`src/rtl/cpu_trace_emitter.sv`:
```
// Serializes one CPU write-back event into an ASCII trace frame, one character
// per valid/ready transfer: "^<time>@<pc>: $<grf> <= <data>#" or "... *<addr> ...".
module cpu_trace_emitter #(
  parameter int TIME_MAX = 9999
) (
  input  logic        clk,
  input  logic        reset,
  input  logic        req_valid,
  output logic        req_ready,
  input  logic        req_is_mem,
  input  logic [13:0] req_time,
  input  logic [31:0] req_pc,
  input  logic [4:0]  req_grf,
  input  logic [31:0] req_addr,
  input  logic [31:0] req_data,
  output logic [7:0]  char,
  output logic        char_valid,
  input  logic        char_ready,
  output logic        busy,
  output logic        frame_done
);

  typedef enum logic [1:0] {IDLE, CONV, EMIT} state_t;

  localparam logic [13:0] TIME_SAT = 14'(TIME_MAX);

  state_t      state_reg;
  logic [3:0]  cnt_reg;
  logic [5:0]  pos_reg;
  logic        is_mem_reg;
  logic [31:0] pc_reg;
  logic [31:0] addr_reg;
  logic [31:0] data_reg;
  logic [13:0] t_bin_reg;
  logic [15:0] t_bcd_reg;
  logic [4:0]  g_bin_reg;
  logic [7:0]  g_bcd_reg;
  logic [7:0]  char_reg;
  logic        char_valid_reg;
  logic        frame_done_reg;

  logic [15:0] t_adj;
  logic [7:0]  g_adj;
  logic [2:0]  dt;
  logic [1:0]  dg;
  logic [5:0]  last_pos;
  logic [5:0]  p;
  logic [5:0]  a;
  logic [5:0]  b;
  logic [1:0]  t_idx;
  logic [7:0]  char_next;

  // Double-dabble "add 3" correction on every BCD digit before the shift.
  genvar gi;
  generate
    for (gi = 0; gi < 4; gi++) begin : g_tadj
      assign t_adj[gi*4 +: 4] = (t_bcd_reg[gi*4 +: 4] >= 4'd5) ?
                                t_bcd_reg[gi*4 +: 4] + 4'd3 : t_bcd_reg[gi*4 +: 4];
    end
    for (gi = 0; gi < 2; gi++) begin : g_gadj
      assign g_adj[gi*4 +: 4] = (g_bcd_reg[gi*4 +: 4] >= 4'd5) ?
                                g_bcd_reg[gi*4 +: 4] + 4'd3 : g_bcd_reg[gi*4 +: 4];
    end
  endgenerate

  function automatic logic [7:0] hex_char(input logic [31:0] w, input logic [2:0] i);
    logic [3:0] n;
    n = 4'(w >> {3'd7 - i, 2'b00});
    return (n < 4'd10) ? 8'h30 + {4'd0, n} : 8'h57 + {4'd0, n};
  endfunction

  function automatic logic [7:0] dec_char(input logic [3:0] n);
    return 8'h30 + {4'd0, n};
  endfunction

  assign dt = (t_bcd_reg[15:12] != 4'd0) ? 3'd4 :
              (t_bcd_reg[11:8]  != 4'd0) ? 3'd3 :
              (t_bcd_reg[7:4]   != 4'd0) ? 3'd2 : 3'd1;
  assign dg = (g_bcd_reg[7:4] != 4'd0) ? 2'd2 : 2'd1;
  assign last_pos = is_mem_reg ? 6'd33 + {3'd0, dt} : 6'd25 + {3'd0, dt} + {4'd0, dg};

  // Character for the next frame position; a marks '@', b marks the space before "<=".
  always_comb begin
    p         = pos_reg + 6'd1;
    a         = 6'd1 + {3'd0, dt};
    b         = is_mem_reg ? a + 6'd20 : a + 6'd12 + {4'd0, dg};
    t_idx     = 2'(dt - p[2:0]);
    char_next = 8'h23;
    if (p <= {3'd0, dt})         char_next = dec_char(4'(t_bcd_reg >> {t_idx, 2'b00}));
    else if (p == a)             char_next = "@";
    else if (p <= a + 6'd8)      char_next = hex_char(pc_reg, 3'(p - a - 6'd1));
    else if (p == a + 6'd9)      char_next = ":";
    else if (p == a + 6'd10)     char_next = " ";
    else if (p == a + 6'd11)     char_next = is_mem_reg ? "*" : "$";
    else if (p < b) begin
      if (is_mem_reg)            char_next = hex_char(addr_reg, 3'(p - a - 6'd12));
      else                       char_next = dec_char((dg == 2'd2 && p == a + 6'd12) ?
                                                      g_bcd_reg[7:4] : g_bcd_reg[3:0]);
    end
    else if (p == b)             char_next = " ";
    else if (p == b + 6'd1)      char_next = "<";
    else if (p == b + 6'd2)      char_next = "=";
    else if (p == b + 6'd3)      char_next = " ";
    else if (p <= b + 6'd11)     char_next = hex_char(data_reg, 3'(p - b - 6'd4));
  end

  always_ff @(posedge clk or negedge reset) begin
    if (!reset) begin
      state_reg      <= IDLE;
      cnt_reg        <= 4'd0;
      pos_reg        <= 6'd0;
      is_mem_reg     <= 1'b0;
      pc_reg         <= 32'd0;
      addr_reg       <= 32'd0;
      data_reg       <= 32'd0;
      t_bin_reg      <= 14'd0;
      t_bcd_reg      <= 16'd0;
      g_bin_reg      <= 5'd0;
      g_bcd_reg      <= 8'd0;
      char_reg       <= 8'h00;
      char_valid_reg <= 1'b0;
      frame_done_reg <= 1'b0;
    end else begin
      frame_done_reg <= 1'b0;
      case (state_reg)
        IDLE: if (req_valid) begin
          is_mem_reg <= req_is_mem;
          pc_reg     <= req_pc;
          addr_reg   <= req_addr;
          data_reg   <= req_data;
          t_bin_reg  <= (req_time > TIME_SAT) ? TIME_SAT : req_time;
          t_bcd_reg  <= 16'd0;
          g_bin_reg  <= req_grf;
          g_bcd_reg  <= 8'd0;
          cnt_reg    <= 4'd0;
          state_reg  <= CONV;
        end
        CONV: begin
          {t_bcd_reg, t_bin_reg} <= {t_adj, t_bin_reg} << 1;
          // grf needs only 5 shifts; run them in the last 5 of the 14 cycles.
          if (cnt_reg >= 4'd9) {g_bcd_reg, g_bin_reg} <= {g_adj, g_bin_reg} << 1;
          cnt_reg <= cnt_reg + 4'd1;
          if (cnt_reg == 4'd13) begin
            state_reg      <= EMIT;
            pos_reg        <= 6'd0;
            char_reg       <= "^";
            char_valid_reg <= 1'b1;
          end
        end
        EMIT: if (char_ready) begin
          if (pos_reg == last_pos) begin
            state_reg      <= IDLE;
            char_valid_reg <= 1'b0;
            frame_done_reg <= 1'b1;
          end else begin
            pos_reg  <= pos_reg + 6'd1;
            char_reg <= char_next;
          end
        end
        default: state_reg <= IDLE;
      endcase
    end
  end

  assign req_ready  = (state_reg == IDLE);
  assign busy       = (state_reg != IDLE);
  assign char       = char_reg;
  assign char_valid = char_valid_reg;
  assign frame_done = frame_done_reg;

endmodule

```
`config.mk`:
```
export PLATFORM = sky130hd
export DESIGN_NAME = cpu_trace_emitter
export DESIGN_NICKNAME = d
export VERILOG_FILES = /design/src/rtl/cpu_trace_emitter.sv
export SDC_FILE = /design/constraint.sdc
export NUM_CORES = 1
export LEC_CHECK = 0
export BUFFER_PORTS_ARGS = -buffer_cell sky130_fd_sc_hd__buf_2
export CORE_MARGIN = 2
export CORE_UTILIZATION = 34
export DETAILED_ROUTE_END_ITERATION = 8
export GPL_TIMING_DRIVEN = 0
export HOLD_SLACK_MARGIN = 0.08
export SYNTH_ARGS = -nofsm -noshare
export SYNTH_HDL_FRONTEND = slang
export SYNTH_SLANG_ARGS = --single-unit
```
`constraint.sdc`:
```
create_clock -name clk -period 6.6 [get_ports clk]
set_input_delay 0.99 -clock clk [delete_from_list [all_inputs] [get_ports clk]]
set_output_delay 0.99 -clock clk [all_outputs]
set_load 0.01 [all_outputs]
```
==> out/metrics.yaml <==
yosys:
  synth.avg_cell_area_sq_um: 8.73
  synth.distinct_cells: 74
  synth_top_area_frac: 0.401
  synthXorXnorAreaFrac: 0.0506
  synth_top_family_by_area: "simple AND/OR/NAND/NOR gates"
  ys_top_cells_by_area: "dfrtp_1, nand2_1, ha_1, mux4_2, o21ai_0"
  postSynth.asyncResetShare: 1.00
  synth_mux_area_frac: 0.0853
  yosys.area.top_type: "dfrtp_1"
  synth_fa_ha_area_frac: 0.0733
  synthCells: 1150
  ys.flop_type: "dfrtp_1"
  synth_edf_count: 0
  yosysWarnings: 0
  yosysSeqAreaShare: 0.401
  synth.cell_area_sq_mm: 0.0100
  ys_ff_latch: 161
  synth-simple-area-share: 0.225
  synth_compound_area_frac: 0.122
setup_path:
  r2r_slack_ns: 0.49
  cp_slowest_cell: "buf_1"
  r2r_start: "t_bcd_reg[8]"
  cp.required_ns: 6.96
  crit_type: "flip-flop to flip-flop"
  cp_common_cell: "ha_1"
  critPathArrivalTime_ns: 6.47
  worstSetupEndpoint: "char[2]"
  worst_path_largest_cell_delay_ns: 0.73
  startpoint: "t_bcd_reg[8]"
  rr_endpoint: "char[2]"
  worstRegToRegCells: 18
  start_kind: "flip-flop"
  path_max_fanout: 10
  crit_chain: "inv_1, ha_1, or3b_2, o21ai_1, ha_1, clkbuf_1, buf_1, inv_1, ha_1, clkbuf_1, mux4_2, mux2i_1, ha_1, nand2_1, xnor2_1, nor4b_1, a21oi_1, a31oi_1"
  endpoint_kind: "flip-flop"
place:
  port_buffers: 130
  place_congestion: 0.892
  hpwl_microns: 21400
  place_ws_ns: -0.0121
  dp_cells: 1668
clock_tree:
  path_clk_slew_ns: 0.08
  cts_buffer_depth: 2
  h-tree-depth: 4
  root_buffer: "clkbuf_16"
  cts_tree: "yes"
  numCtsBuffers: 17
  worstSkewPairLatency_ns: 0.43
  cts.sinks: 161
sta:
  setup_viol: 0
  finalHoldViolations: 0
  finalCritPeriodShare: 0.926
  fin_crit_ns: 6.11
  rsz0062_at_grt: "no"
  skew_ns: 0.0193
  slew-limit-headroom: 0.300
  clock.fmax_mhz: 164
  max_slew.worst_pin.slew_ns: 1.04
  worst_slack_ns: 0.489
  maxSlewViolCount: 0
  fin_setup_tns_ns: 0
floorplanning:
  io_pins: 132
  num_rows: 62
  core_sq_mm: 0.0289
  die_area_sq_mm: 0.0309
  die_height_microns: 176
  start_util: 0.348
  dieWidth_microns: 176
drt:
  drt_iter0_drc: 576
  firstDrtPassIters: 5
  via_per_inst: 5.14
  drcViolationCount: 0
  wl_per_cell_microns: 16.7
  antenna_left: 0
  vias: 8735
  wl_microns: 28400
global_routing:
  grtUsageTotal: 0.191
  grt_start_max_net_pins: 116
  grt-ovfl-total: 0
  grt_pass1_vias: 9043
  grt_first_pass_wirelength_microns: 46600
  antenna_found_initial: 1
final_layout:
  final_util: 0.408
  area_growth_pct: 17.3
  drive_gt1_frac: 0.162
  finalNetCount: 1479
  fin_cells: 1698
run_status:
  status: "finished, final reports clean"
run:
  maxCapViolCount: 0
min_path:
  hp-class: "input pin to asynchronous set/reset pin"
-- worst min-delay path by stage --
stage               endpoint     startpoint  slack (ns)
3_5_place_dp      pc_reg[13]     pc_reg[13]        0.46
3_3_place_gp    data_reg[30]   data_reg[30]        0.45
5_1_grt            pc_reg[2]          reset        0.46
2_1_floorplan  t_bin_reg[12]  t_bin_reg[11]        0.44
4_1_cts            pc_reg[2]          reset        0.46
6_report           pc_reg[2]          reset        0.45
-- metal layers --
metal,track usage,up-vias,part of all wire
met4,0.0665,0,0.024
met3,0.0284,39,0.033
met1,0.248,4286,0.45
li1,-,4236,-
met2,0.326,174,0.50
met5,0,-,0
-- cells in the mapped netlist (7+ instances only) --
library cell,number
ha_1,54
inv_1,50
mux2i_1,21
xor2_1,19
nor4_1,7
mux4_2,26
nand2_1,363
o31ai_1,13
a21oi_1,35
xnor2_1,24
nand2b_1,10
nand3_1,39
dfrtp_1,161
a31oi_1,12
nand4_1,7
clkbuf_1,47
nor2_1,52
nor2b_1,9
a22oi_1,11
o21ai_0,63
nor3_1,11
-- per-stage QoR --
stage	hold slack, ns	cell area (sq um)
after global placement	0.453	11200
final	0.449	11800
after detailed placement	0.457	11200
after floorplan	0.439	10000
after global routing	0.465	11800
after CTS	0.461	11800
-- timing repair --
action                                  4_1_cts  5_1_grt
buffers inserted                              0        0
resized for setup                             1        2
endpoints found under the setup margin        1        3
pin swaps                                     0        0
hold buffers                                  0        0
-- critical path: cells and delay by family, from the launching register on --
family,cells,cell delay [ns]
buffers and inverters,5,2.07
muxes,2,0.68
AOI/OAI and AO/OA,3,0.76
DFF,1,0.42
xor gates and xnor gates,1,0.14
and+or+nand+nor,3,0.94
adders and majority gates,4,1.03
-- area by class of cell --
type                            count  area (sq um)
Antenna cell                        1          2.50
Tap cell                          384           480
Fill cell                        2968         17100
Clock inverter                     11           105
Multi-Input combinational cell    885          5610
Timing Repair Buffer              131           688
Clock buffer                       19           443
Inverter                           54           208
Buffer                             52           208
Sequential cell                   161          4030
-- cell usage in the layout (no fill, tap or decap), types with 9 or more instances in the layout --
cell type  synthesis  final
nand2_1          363    363
o21ai_0           63     62
xnor2_1           24     24
nand2b_1          10     10
clkbuf_16          0     17
ha_1              54     54
clkbuf_1          47     47
mux2i_1           21     21
mux4_2            26     26
a21oi_1           35     35
a31oi_1           12     12
nor3_1            11     10
dfrtp_1          161    161
xor2_1            19     19
buf_2              1    130
nor2b_1            9      9
a22oi_1           11     11
o31ai_1           13     13
nand3_1           39     39
nor2_1            52     51
inv_1             50     50
-- cells by family (layout without fill, tap and decap cells) --
logic type	count (synthesis)	after routing
and+or+nand+nor	531	531
xor gates and xnor gates	49	49
DFF	161	161
buffers and inverters	107	267
adders and majority gates	57	57
muxes	52	52
other	2	6
AOI/OAI and AO/OA	191	191
Power is not shown: default switching activity piles up to over one toggle a cycle in this logic, so the estimate is an artifact.
